$ cat src/rtl/fifo_word_serializer_pkg.sv
// Shared types and helpers for the FIFO word serializer.
// Holds the state encoding and the beat-count derivations.
package fifo_word_serializer_pkg;

   typedef enum logic {
      IDLE = 1'b0,
      SEND = 1'b1
   } state_e;

   function automatic int calc_beats(input int w, input int ow);
      return w / ow;
   endfunction

   function automatic int calc_cw(input int beats);
      int c;
      c = $clog2(beats);
      return (c < 1) ? 1 : c;
   endfunction

   // Word must split into a power-of-two number of beats so the
   // beat counter wraps to zero on its own after the last beat.
   function automatic bit cfg_ok(input int w, input int ow);
      int b;
      if (ow <= 0 || w < ow) return 1'b0;
      if ((w % ow) != 0) return 1'b0;
      b = w / ow;
      return (b & (b - 1)) == 0;
   endfunction

endpackage

$ cat src/rtl/fifo_word_serializer_up_counter.sv
// Free-running up counter with enable and synchronous clear.
// Ports: clk, rst (async high), en, clr, count.
module up_counter #(
   parameter int WIDTH = 4
) (
   input  logic             clk,
   input  logic             rst,
   input  logic             en,
   input  logic             clr,
   output logic [WIDTH-1:0] count
);

   logic [WIDTH-1:0] count_q;
   logic [WIDTH-1:0] count_d;

   always_comb begin
      count_d = count_q;
      if (clr) begin
         count_d = '0;
      end else if (en) begin
         count_d = count_q + 1'b1;
      end
   end

   always_ff @(posedge clk or posedge rst) begin
      if (rst) begin
         count_q <= '0;
      end else begin
         count_q <= count_d;
      end
   end

   assign count = count_q;

endmodule

$ cat src/rtl/fifo_word_serializer.sv
// Pops words from a FIFO and streams them out as narrower beats.
// Ports: clk, rst (async high); FIFO side fifo_empty/fifo_data/
// fifo_get; stream side out_data/out_valid/out_ready/out_last;
// busy is high while a word is held.
module fifo_word_serializer
   import fifo_word_serializer_pkg::*;
#(
   parameter int WIDTH     = 32,
   parameter int OUT_WIDTH = 8,
   parameter bit MSB_FIRST = 1'b0
) (
   input  logic                 clk,
   input  logic                 rst,
   input  logic                 fifo_empty,
   input  logic [WIDTH-1:0]     fifo_data,
   output logic                 fifo_get,
   output logic [OUT_WIDTH-1:0] out_data,
   output logic                 out_valid,
   input  logic                 out_ready,
   output logic                 out_last,
   output logic                 busy
);

   localparam int BEATS = calc_beats(WIDTH, OUT_WIDTH);
   localparam int CW    = calc_cw(BEATS);
   localparam logic [CW-1:0] LAST_BC = CW'(BEATS - 1);

   generate
      if (!cfg_ok(WIDTH, OUT_WIDTH)) begin : g_cfg_err
         $error("fifo_word_serializer: bad WIDTH/OUT_WIDTH ratio");
      end
   endgenerate

   state_e           state_q;
   state_e           state_d;
   logic [WIDTH-1:0] sh_q;
   logic [WIDTH-1:0] sh_d;
   logic [CW-1:0]    bc;
   logic             transfer;
   logic             last_beat;
   logic             load;

   assign transfer  = (state_q == SEND) && out_ready;
   assign last_beat = (bc == LAST_BC);

   // Next word loads either from idle or on the final-beat
   // handshake, which gives gap-free word-to-word streaming.
   assign load = ((state_q == IDLE) && !fifo_empty) ||
                 (transfer && last_beat && !fifo_empty);

   assign fifo_get = load && !rst;

   // Clear on the last beat: matches natural wrap for BEATS>1 and
   // keeps a one-bit counter at zero when BEATS==1.
   up_counter #(
      .WIDTH (CW)
   ) u_bc (
      .clk   (clk),
      .rst   (rst),
      .en    (transfer),
      .clr   (transfer && last_beat),
      .count (bc)
   );

   always_comb begin
      state_d = state_q;
      sh_d    = sh_q;
      if (load) begin
         sh_d = fifo_data;
      end else if (transfer) begin
         if (MSB_FIRST) begin
            sh_d = sh_q << OUT_WIDTH;
         end else begin
            sh_d = sh_q >> OUT_WIDTH;
         end
      end
      unique case (state_q)
         IDLE: begin
            if (!fifo_empty) state_d = SEND;
         end
         SEND: begin
            if (transfer && last_beat && fifo_empty) state_d = IDLE;
         end
         default: state_d = IDLE;
      endcase
   end

   always_ff @(posedge clk or posedge rst) begin
      if (rst) begin
         state_q <= IDLE;
         sh_q    <= '0;
      end else begin
         state_q <= state_d;
         sh_q    <= sh_d;
      end
   end

   assign out_valid = (state_q == SEND);
   assign busy      = (state_q == SEND);
   assign out_last  = (state_q == SEND) && last_beat;
   assign out_data  = MSB_FIRST ? sh_q[WIDTH-1 -: OUT_WIDTH]
                                : sh_q[OUT_WIDTH-1:0];

endmodule

$ cat config.mk
export PLATFORM = sky130hd
export DESIGN_NAME = fifo_word_serializer
export DESIGN_NICKNAME = d
export VERILOG_FILES = /design/src/rtl/fifo_word_serializer_pkg.sv /design/src/rtl/fifo_word_serializer_up_counter.sv /design/src/rtl/fifo_word_serializer.sv
export SDC_FILE = /design/constraint.sdc
export NUM_CORES = 1
export LEC_CHECK = 0
export ABC_AREA = 1
export BUFFER_PORTS_ARGS = -buffer_cell sky130_fd_sc_hd__buf_2
export CORE_ASPECT_RATIO = 1.2
export CORE_MARGIN = 1
export CORE_UTILIZATION = 40
export CTS_BUF_LIST = sky130_fd_sc_hd__clkbuf_16
export CTS_CLUSTER_SIZE = 28
export DETAILED_ROUTE_END_ITERATION = 10
export GPL_ROUTABILITY_DRIVEN = 0
export PLACE_DENSITY_LB_ADDON = 0.1
export SLEW_MARGIN = 20
export SYNTH_ARGS = -nofsm -noshare
export SYNTH_HDL_FRONTEND = slang
export SYNTH_SLANG_ARGS = --single-unit
export TNS_END_PERCENT = 10
$ cat constraint.sdc
create_clock -name clk -period 2.35 [get_ports clk]
set_input_delay 0.1175 -clock clk [delete_from_list [all_inputs] [get_ports clk]]
set_output_delay 0.1175 -clock clk [all_outputs]
set_load 0.02 [all_outputs]
==> reports/metrics.yaml, run 1 <==
ant_nets: 0
die-area_um2: 5110
drv_cap: 0
finalCriticalPeriod_ps: 1700
seq_area_frac_synth_pct: 45.4
cts_buffers: 5
tns_ps: 0
hold_viol: 0
cts_hold_buf: 1
pwr-share-seq_pct: 39.2
rr_startpoint: "u_bc.count[0]$_DFFE_PP0P_"
first_pass_iters: 4
dieHeight_um: 78.1
drive_gt1_share_pct: 19.9
clock.fmax_mhz: 589
period_share_pct: 72.3
syn_avg_cell_area_um2: 7.15
endpoint_kind: "output pin"
clk_latency_ps: 280
ys_types: 15
cts_setup_buffers: 0
clk_path_buf_depth: 2
worstSetupStartpoint: "u_bc.count[0]$_DFFE_PP0P_"
grt_max_degree: 36
synth_area_leader_cell: "dfrtp_1"
clk_pin_slew_ps: 50
seqCellArea_um2: 876
fin_util_pct: 48.8
vias: 1726
cts_resized: 0
finalMaxSlewViolations: 0
die_w_um: 65.4
syn-num-nets: 307
power_frac_clock_pct: 25.2
reg2reg_to: "sh_q[0]$_DFFE_PP0P_"
ys.warnings.count: 0
max_slew.worst_pin.slew_ps: 459
p_per_area_nw_per_um2: 1080
dpl_cell_area_um2: 2110
core_um2: 4630
drt_iter0_markers: 86
p_sw_share_pct: 37.6
n_antenna_cell: 0
arrival_ps: 1580
combPwrFrac_pct: 35.6
internal_power_w: 0.00152
nets: 342
leakagePower_nw: 1.38
relSlewSlack_pct: 69.4
p_sw_w: 0.000916
synthCells: 270
rr_worst_depth: 8
worst_setup_path_start_kind: "register"
rows: 27
worstHoldPathType: "in -> reg"
status: "finished, final reports clean"
clkSinkCount: 35
vdd_drop_max_mv: 0.638
port_buffers: 47
endpoint: "fifo_get"
cts-root-buf: "clkbuf_16"
rrSetupSlack_ps: 900
drc: 0
layout-area-overhead-vs-synth_pct: 17.0
syn_area_um2: 1930
start_util_pct: 41.7
clock_skew_ps: 5.25
detail_route.vias_per_cell: 4.74
wirelength_um: 4230
path_class: "reg -> out"
ioPinCount: 48
synth_top_area_share_pct: 45.4
fillers: 506
crit_fanout: 27
h-tree-depth: 2
rsz0062_at_grt: "false"
wire_per_inst_um: 11.6
required_ps: 2230
dp_hpwl_um: 2700
grt_usage_pct: 18.9
grt_pass1_vias: 1676
antenna_found_initial: 0
fin_area_um2: 2260
multi_input_area_um2: 778
ys_ff_latch: 35
cts_tree: "yes"
setup_viol: 0
overflow: 0
synth.top_cells.by_area: "dfrtp_1 45%, nand2_1 22%, nand3_1 17%"
grt_pass1_wl_um: 7330
critical path, stage by stage (launching register included):
cell and delay, ps:
dfrtp_1 390, ha_1 220, nand2_1 80, nand2_2 50, nand2_1 70, buf_4 270, nor2_1 60, buf_2 160
layer usage:
layer | track usage (%) | share of wire, % | up-vias
li1 | - | - | 900
met1 | 22.1 | 46 | 778
met2 | 32.6 | 48 | 44
met3 | 4.94 | 4.7 | 4
met4 | 7.17 | 1.0 | 0
met5 | 0 | 0 | -
layout make-up:
type | instances | area share, %
clock buffer | 5 | 5.54
clock inverter | 3 | 0.499
inverter | 28 | 4.65
multi-input combinational | 181 | 34.5
sequential | 35 | 38.8
tap | 58 | 3.21
timing repair buffer | 54 | 12.9
flip-flops by register name (all words and copies together) (netlist names):
| name | cells |
|---|---|
| u_bc.count | 2 |
| sh_q | 32 |
| busy | 1 |
synthesized netlist by cell type (all sizes together):
cell / count
buf: 25
nand3: 64
nor2: 1
dfrtp: 35
ha: 1
nand2: 113
o21a: 1
clkbuf: 1
inv: 28
o21ai: 1
cell families (layout without fill, tap and decap cells):
| family | count (synthesis) | in the layout | share of synthesized area (%) |
|---|---|---|---|
| AND/OR/NAND/NOR | 178 | 178 | 39.0 |
| buffers and inverters | 54 | 90 | 14.3 |
| flip-flops | 35 | 35 | 45.4 |
| AO/OA/AOI/OAI | 2 | 2 | 0.648 |
| adder cells (fa/ha/maj) | 1 | 1 | 0.648 |
stage by stage:
step	setup slack (ps)	cells	hold WS, ps	power, W
final	651	364	12.5	0.00243
after global routing	496	364	31.5	0.00266
after CTS	633	364	8.76	0.00247
after detailed placement	881	355	264	0.00185
after global placement	896	355	263	0.00182
after floorplan	905	270	194	0.00171
worst min-delay path by stage:
stage	from	to	slack [ps]	depth (start not counted)
after floorplan	fifo_empty	busy$_DFF_PP0_	190	1
after global placement	rst	sh_q[25]$_DFFE_PP0P_	260	3
after detailed placement	rst	sh_q[25]$_DFFE_PP0P_	260	3
after CTS	fifo_empty	busy$_DFF_PP0_	9	2
after global routing	fifo_empty	busy$_DFF_PP0_	30	2
final	fifo_empty	busy$_DFF_PP0_	10	2
placed cells by master (no fill, tap or decap):
cell	Yosys	routed
buf_4	12	6
nand3_1	64	64
nand2_2	2	2
dlygate4sd3_1	0	1
buf_2	5	47
nor2_1	1	1
o21a_1	1	1
clkbuf_16	0	5
inv_2	1	1
ha_1	1	1
o21ai_0	1	1
inv_1	27	28
nand2_1	111	111
dfrtp_1	35	35
clkinv_1	0	2
power groups by stage:
stage / logic, W / registers [W] / clock network (W)
after global placement: 0.000867 / 0.000957 / 0
after detailed placement: 0.000881 / 0.000969 / 0
after global routing: 0.00101 / 0.000986 / 0.000662
final: 0.000867 / 0.000954 / 0.000614
after floorplan: 0.000770 / 0.000941 / 0
after CTS: 0.000886 / 0.000957 / 0.000629
No activity file was read; power rests on OpenSTA's default activity.
==> inputs of run 2 (changes only) <==
- clock period: 2.35 -> 1.6 ns (I/O delays scaled with it)
==> run 2 against run 1 <==
Effect of this change: sequential power increased by 46%; hold slack improved by 21 ps; final cell count increased by 1.4%; clock power increased by 76%; setup slack got worse by 570 ps; register-to-register slack got worse by 750 ps; non-clock buffer count increased by 5; flip-flop and latch count unchanged; combinational power increased by 56%; cell area increased by 4.0%; die area unchanged.
==> reports/metrics.yaml, run 2 (same netlist as run 1, synthesis figures left out) <==
max_slew.worst_pin.slew_ps: 454
ioPinCount: 48
cts_tree: "yes"
slowest_delay_ps: 350
worst_path_max_delay_cell: "dfrtp_1"
crit_fanout: 3
die_w_um: 65.4
nets: 347
period_share_pct: 95.0
layout-area-overhead-vs-synth_pct: 21.6
drive_gt1_share_pct: 22.2
endpoint_kind: "output pin"
leakagePower_nw: 1.42
p_per_area_nw_per_um2: 1630
status: "finished, final reports clean"
largest_reg_flops: 32
vias: 1755
overflow: 0
core_um2: 4630
layout_common_cells: "111 x nand2_1, 64 x nand3_1, 47 x buf_2"
n_antenna_cell: 0
final_common_cell: "nand2_1"
drv_cap: 0
grt_max_degree: 42
die-area_um2: 5110
port_buffers: 47
rr_worst_depth: 9
hold_depth: 3
grt_usage_pct: 19.0
cts_buffers: 5
clkSinkCount: 35
max_flop_register: "sh_q"
finalMaxSlewViolations: 0
path_class: "reg -> out"
vdd_drop_max_mv: 0.931
wire_per_inst_um: 11.6
clock.fmax_mhz: 658
hold_viol: 0
clk_path_buf_depth: 2
path_cells: "ha_2, nand2_1, nand2_2, nand2_1, buf_6, nor2_1, buf_2"
grt_pass1_vias: 1640
setup_ws_ps: 80.0
fillers: 477
clk_latency_ps: 270
wirelength_um: 4260
crit_top_cell: "nand2_1"
cts-root-buf: "clkbuf_16"
dp_hpwl_um: 2760
drt_iter0_markers: 97
required_ps: 1520
dieHeight_um: 78.1
clk_pin_slew_ps: 50
grt_pass1_wl_um: 7440
worstHoldPathType: "in -> reg"
tns_ps: 0
rows: 27
dp_slack_ps: 176
finalCriticalPeriod_ps: 1520
antenna_found_initial: 0
clock_skew_ps: 1.87
first_pass_iters: 4
ant_nets: 0
drc: 0
setup_viol: 0
worst_setup_path_start_kind: "register"
relSlewSlack_pct: 69.7
multi_input_area_um2: 781
start_util_pct: 41.7
arrival_ps: 1440
h-tree-depth: 2
seqCellArea_um2: 876
rsz0062_at_grt: "false"
detail_route.vias_per_cell: 4.76
run 2: what timing repair did:
action | 4_1_cts | 5_1_grt
setup endpoints to repair | 1 | 3
hold endpoints to repair | 36 | 0
buffers inserted | 1 | 1
hold buffers | 2 | 0
resized for setup | 1 | 2
run 2: per-stage QoR:
| step | util (%) | area (µm²) | instances | power [W] | hold WS, ps |
|---|---|---|---|---|---|
| global route | 50.7 | 2350 | 369 | 0.00415 | 44.8 |
| CTS | 50.4 | 2330 | 368 | 0.00385 | 28.8 |
| global placement | 46.2 | 2140 | 357 | 0.00272 | 223 |
| finish | 50.7 | 2350 | 369 | 0.00383 | 33.2 |
| detailed placement | 46.2 | 2140 | 357 | 0.00274 | 226 |
| floorplan | - | 1930 | 270 | 0.00251 | 156 |
run 2: metal layers:
metal  share of wire (%)  vias to the layer above  global-route usage [%]
met5                   0                        -                       0
met4                0.75                        0                    5.87
met3                 5.3                        2                    4.51
met2                  46                       46                    30.3
met1                  48                      800                    25.3
li1                    -                      907                       -
run 2: critical path, delay by kind of cell (launching register included):
kind	cells	cell delay, ps
simple gates	4	320
fa+ha+maj	1	190
flops	1	350
buf+inv	2	300
run 2: worst paths after layout:
check                                     startpoint                   endpoint  slack (ps)
setup / recovery           u_bc.count[0]$_DFFE_PP0P_                   fifo_get          80
hold reg to reg            u_bc.count[1]$_DFFE_PP0P_  u_bc.count[1]$_DFFE_PP0P_         490
hold / removal                         fifo_data[29]       sh_q[29]$_DFFE_PP0P_          30
max in group asynchronous                        rst       sh_q[21]$_DFFE_PP0P_         820
min in group asynchronous                        rst       sh_q[16]$_DFFE_PP0P_         460
setup reg to reg           u_bc.count[0]$_DFFE_PP0P_        sh_q[8]$_DFFE_PP0P_         150
run 2: layout make-up:
| cell class | instances | area share (%) |
|---|---|---|
| sequential | 35 | 37.3 |
| multi-input combinational | 181 | 33.2 |
| timing repair buffer | 59 | 14.8 |
| clock buffer | 5 | 5.33 |
| inverter | 28 | 4.64 |
| tap | 58 | 3.09 |
| clock inverter | 3 | 1.65 |
run 2: report_power, final:
part	internal [W]	switching [W]	total (W)
sequential	0.00122	0.000169	0.00139
clock	0.000726	0.000357	0.00108
combinational	0.000506	0.000843	0.00135
total	0.00246	0.00137	0.00383
==> inputs of run 3 (changes only) <==
- GPL_TIMING_DRIVEN: unset -> 0
- clock period: 1.6 -> 1.3 ns (I/O delays scaled with it)
==> run 3 against run 2 <==
Effect of this change: the run now ends with hold timing, setup timing left; die area is the same; critical path type unchanged; clock power is essentially flat; hold slack lost 75 ps; non-clock buffer count grew 24; cell area grew 11%; final cell count grew 6.5%.
==> reports/metrics.yaml, run 3 (same netlist as run 1, synthesis figures left out) <==
clk_pin_slew_ps: 50
start_util_pct: 41.7
port_buffers: 47
final_common_cell: "nand2_1"
h-tree-depth: 2
rows: 27
min_from: "fifo_empty"
clk_latency_ps: 280
detail_route.vias_per_cell: 4.65
largest_reg_flops: 32
rr_startpoint: "u_bc.count[0]$_DFFE_PP0P_"
vias: 1828
layout_common_cells: "107 x nand2_1, 58 x nand3_1, 45 x buf_2"
drt_iter0_markers: 93
relSlewSlack_pct: 51.5
ioPinCount: 48
grt_max_degree: 36
cts_tree: "yes"
fin_util_pct: 56.2
die-area_um2: 5110
arrival_ps: 1430
clkSinkCount: 35
cts-root-buf: "clkbuf_16"
endpoint: "fifo_get"
worst_setup_path_start_kind: "register"
overflow: 0
max_flop_register: "sh_q"
nets: 371
worstSetupStartpoint: "u_bc.count[0]$_DFFE_PP0P_"
worstHoldPathType: "in -> reg"
clock_skew_ps: 1.66
drc: 0
drv_cap: 0
post-place-cells: 375
first_pass_iters: 4
reg2reg_to: "sh_q[16]$_DFFE_PP0P_"
finalCriticalPeriod_ps: 1500
crit_fanout: 3
ant_nets: 0
cts_hold_buf: 1
fillers: 469
clock.fmax_mhz: 669
status: "finished, violations left"
finalNonFillerCells: 393
layout-area-overhead-vs-synth_pct: 34.7
power_w: 0.00505
p_per_area_nw_per_um2: 1940
slowest_delay_ps: 350
rrSetupSlack_ps: -120
max_slew.worst_pin.slew_ps: 726
path_class: "reg -> out"
period_share_pct: 115
path_cells: "ha_2, nand2_2, nand2_4, nand2_4, buf_6, buf_8, nor2_4, buf_6"
setup_ws_ps: -195
grt_pass1_vias: 1730
dieHeight_um: 78.1
violations: "hold timing, setup timing"
die_w_um: 65.4
antenna_found_initial: 0
clk_path_buf_depth: 2
leakagePower_nw: 1.56
fin_hold_ws_ps: -41.6
dp_hpwl_um: 3190
fin_area_um2: 2600
grt_pass1_wl_um: 8020
wirelength_um: 4690
hold_viol: 1
rr_worst_depth: 9
vdd_drop_max_mv: 0.925
setup_viol: 33
endpoint_kind: "output pin"
hold_depth: 2
rsz0062_at_grt: "true"
cts_buffers: 5
core_um2: 4630
finalMaxSlewViolations: 0
dpl_cell_area_um2: 2240
drive_gt1_share_pct: 29.6
wire_per_inst_um: 11.9
worst_path_max_delay_cell: "dfrtp_1"
required_ps: 1240
grt_usage_pct: 20.7
n_antenna_cell: 0
## run 3: what timing repair did
item	in CTS	in global routing
endpoints found under the setup margin	33	36
endpoints found under the hold margin	36	1
pin swaps	14	2
resized for setup	24	9
gates cloned	2	1
buffers inserted	7	0
## run 3: how the worst min path moves through the flow
stage	end	slack (ps)
final	busy$_DFF_PP0_	-40
after global routing	busy$_DFF_PP0_	-40
after CTS	busy$_DFF_PP0_	-50
after detailed placement	sh_q[20]$_DFFE_PP0P_	250
after global placement	busy$_DFF_PP0_	240
after floorplan	busy$_DFF_PP0_	140
## run 3: cell type report
cell class              instances  area [µm²]  share of cell area [%]
plain buffers                  26         200                    7.70
clock buffers                   5         125                    4.81
clock inverters                 3        11.3                   0.433
inverters                      28         105                    4.04
multi-input cells             181         838                    32.2
flip-flops and latches         35         877                    33.7
well taps                      58        72.6                    2.79
repair buffers                 57         372                    14.3
## run 3: report_power, final
group | leakage [nW] | internal, W | total [W] | switching, W
Combinational | 1.04 | 0.00102 | 0.00217 | 0.00115
Clock | 0.0701 | 0.000688 | 0.00111 | 0.000421
Sequential | 0.447 | 0.00151 | 0.00177 | 0.000263
## run 3: through the flow
| step | setup TNS (ps) | worst slack, ps | hold slack [ps] |
|---|---|---|---|
| floorplan | 0 | 9.79 | 141 |
| detailed placement | -4870 | -197 | 246 |
| finish | -2600 | -195 | -41.6 |
| global route | -5290 | -267 | -44.7 |
| CTS | -3910 | -195 | -47.4 |
| global placement | -8660 | -202 | 245 |
## run 3: layer usage
metal / wire length (µm) / part of all wire [%] / GRT usage [%] / vias to the layer above
met2: 2410 / 51 / 35.7 / 46
met4: 73 / 1.6 / 7.17 / 0
met1: 2020 / 43 / 25.1 / 817
met5: 0 / 0 / 0 / -
met3: 196 / 4.2 / 4.65 / 5
li1: - / - / - / 960
## run 3: worst max-delay path: cells and delay by family (launching register included)
family | cells | cell delay (ps)
and+or+nand+nor | 4 | 250
DFF | 1 | 350
buffers and inverters | 3 | 350
adders and majority gates | 1 | 190
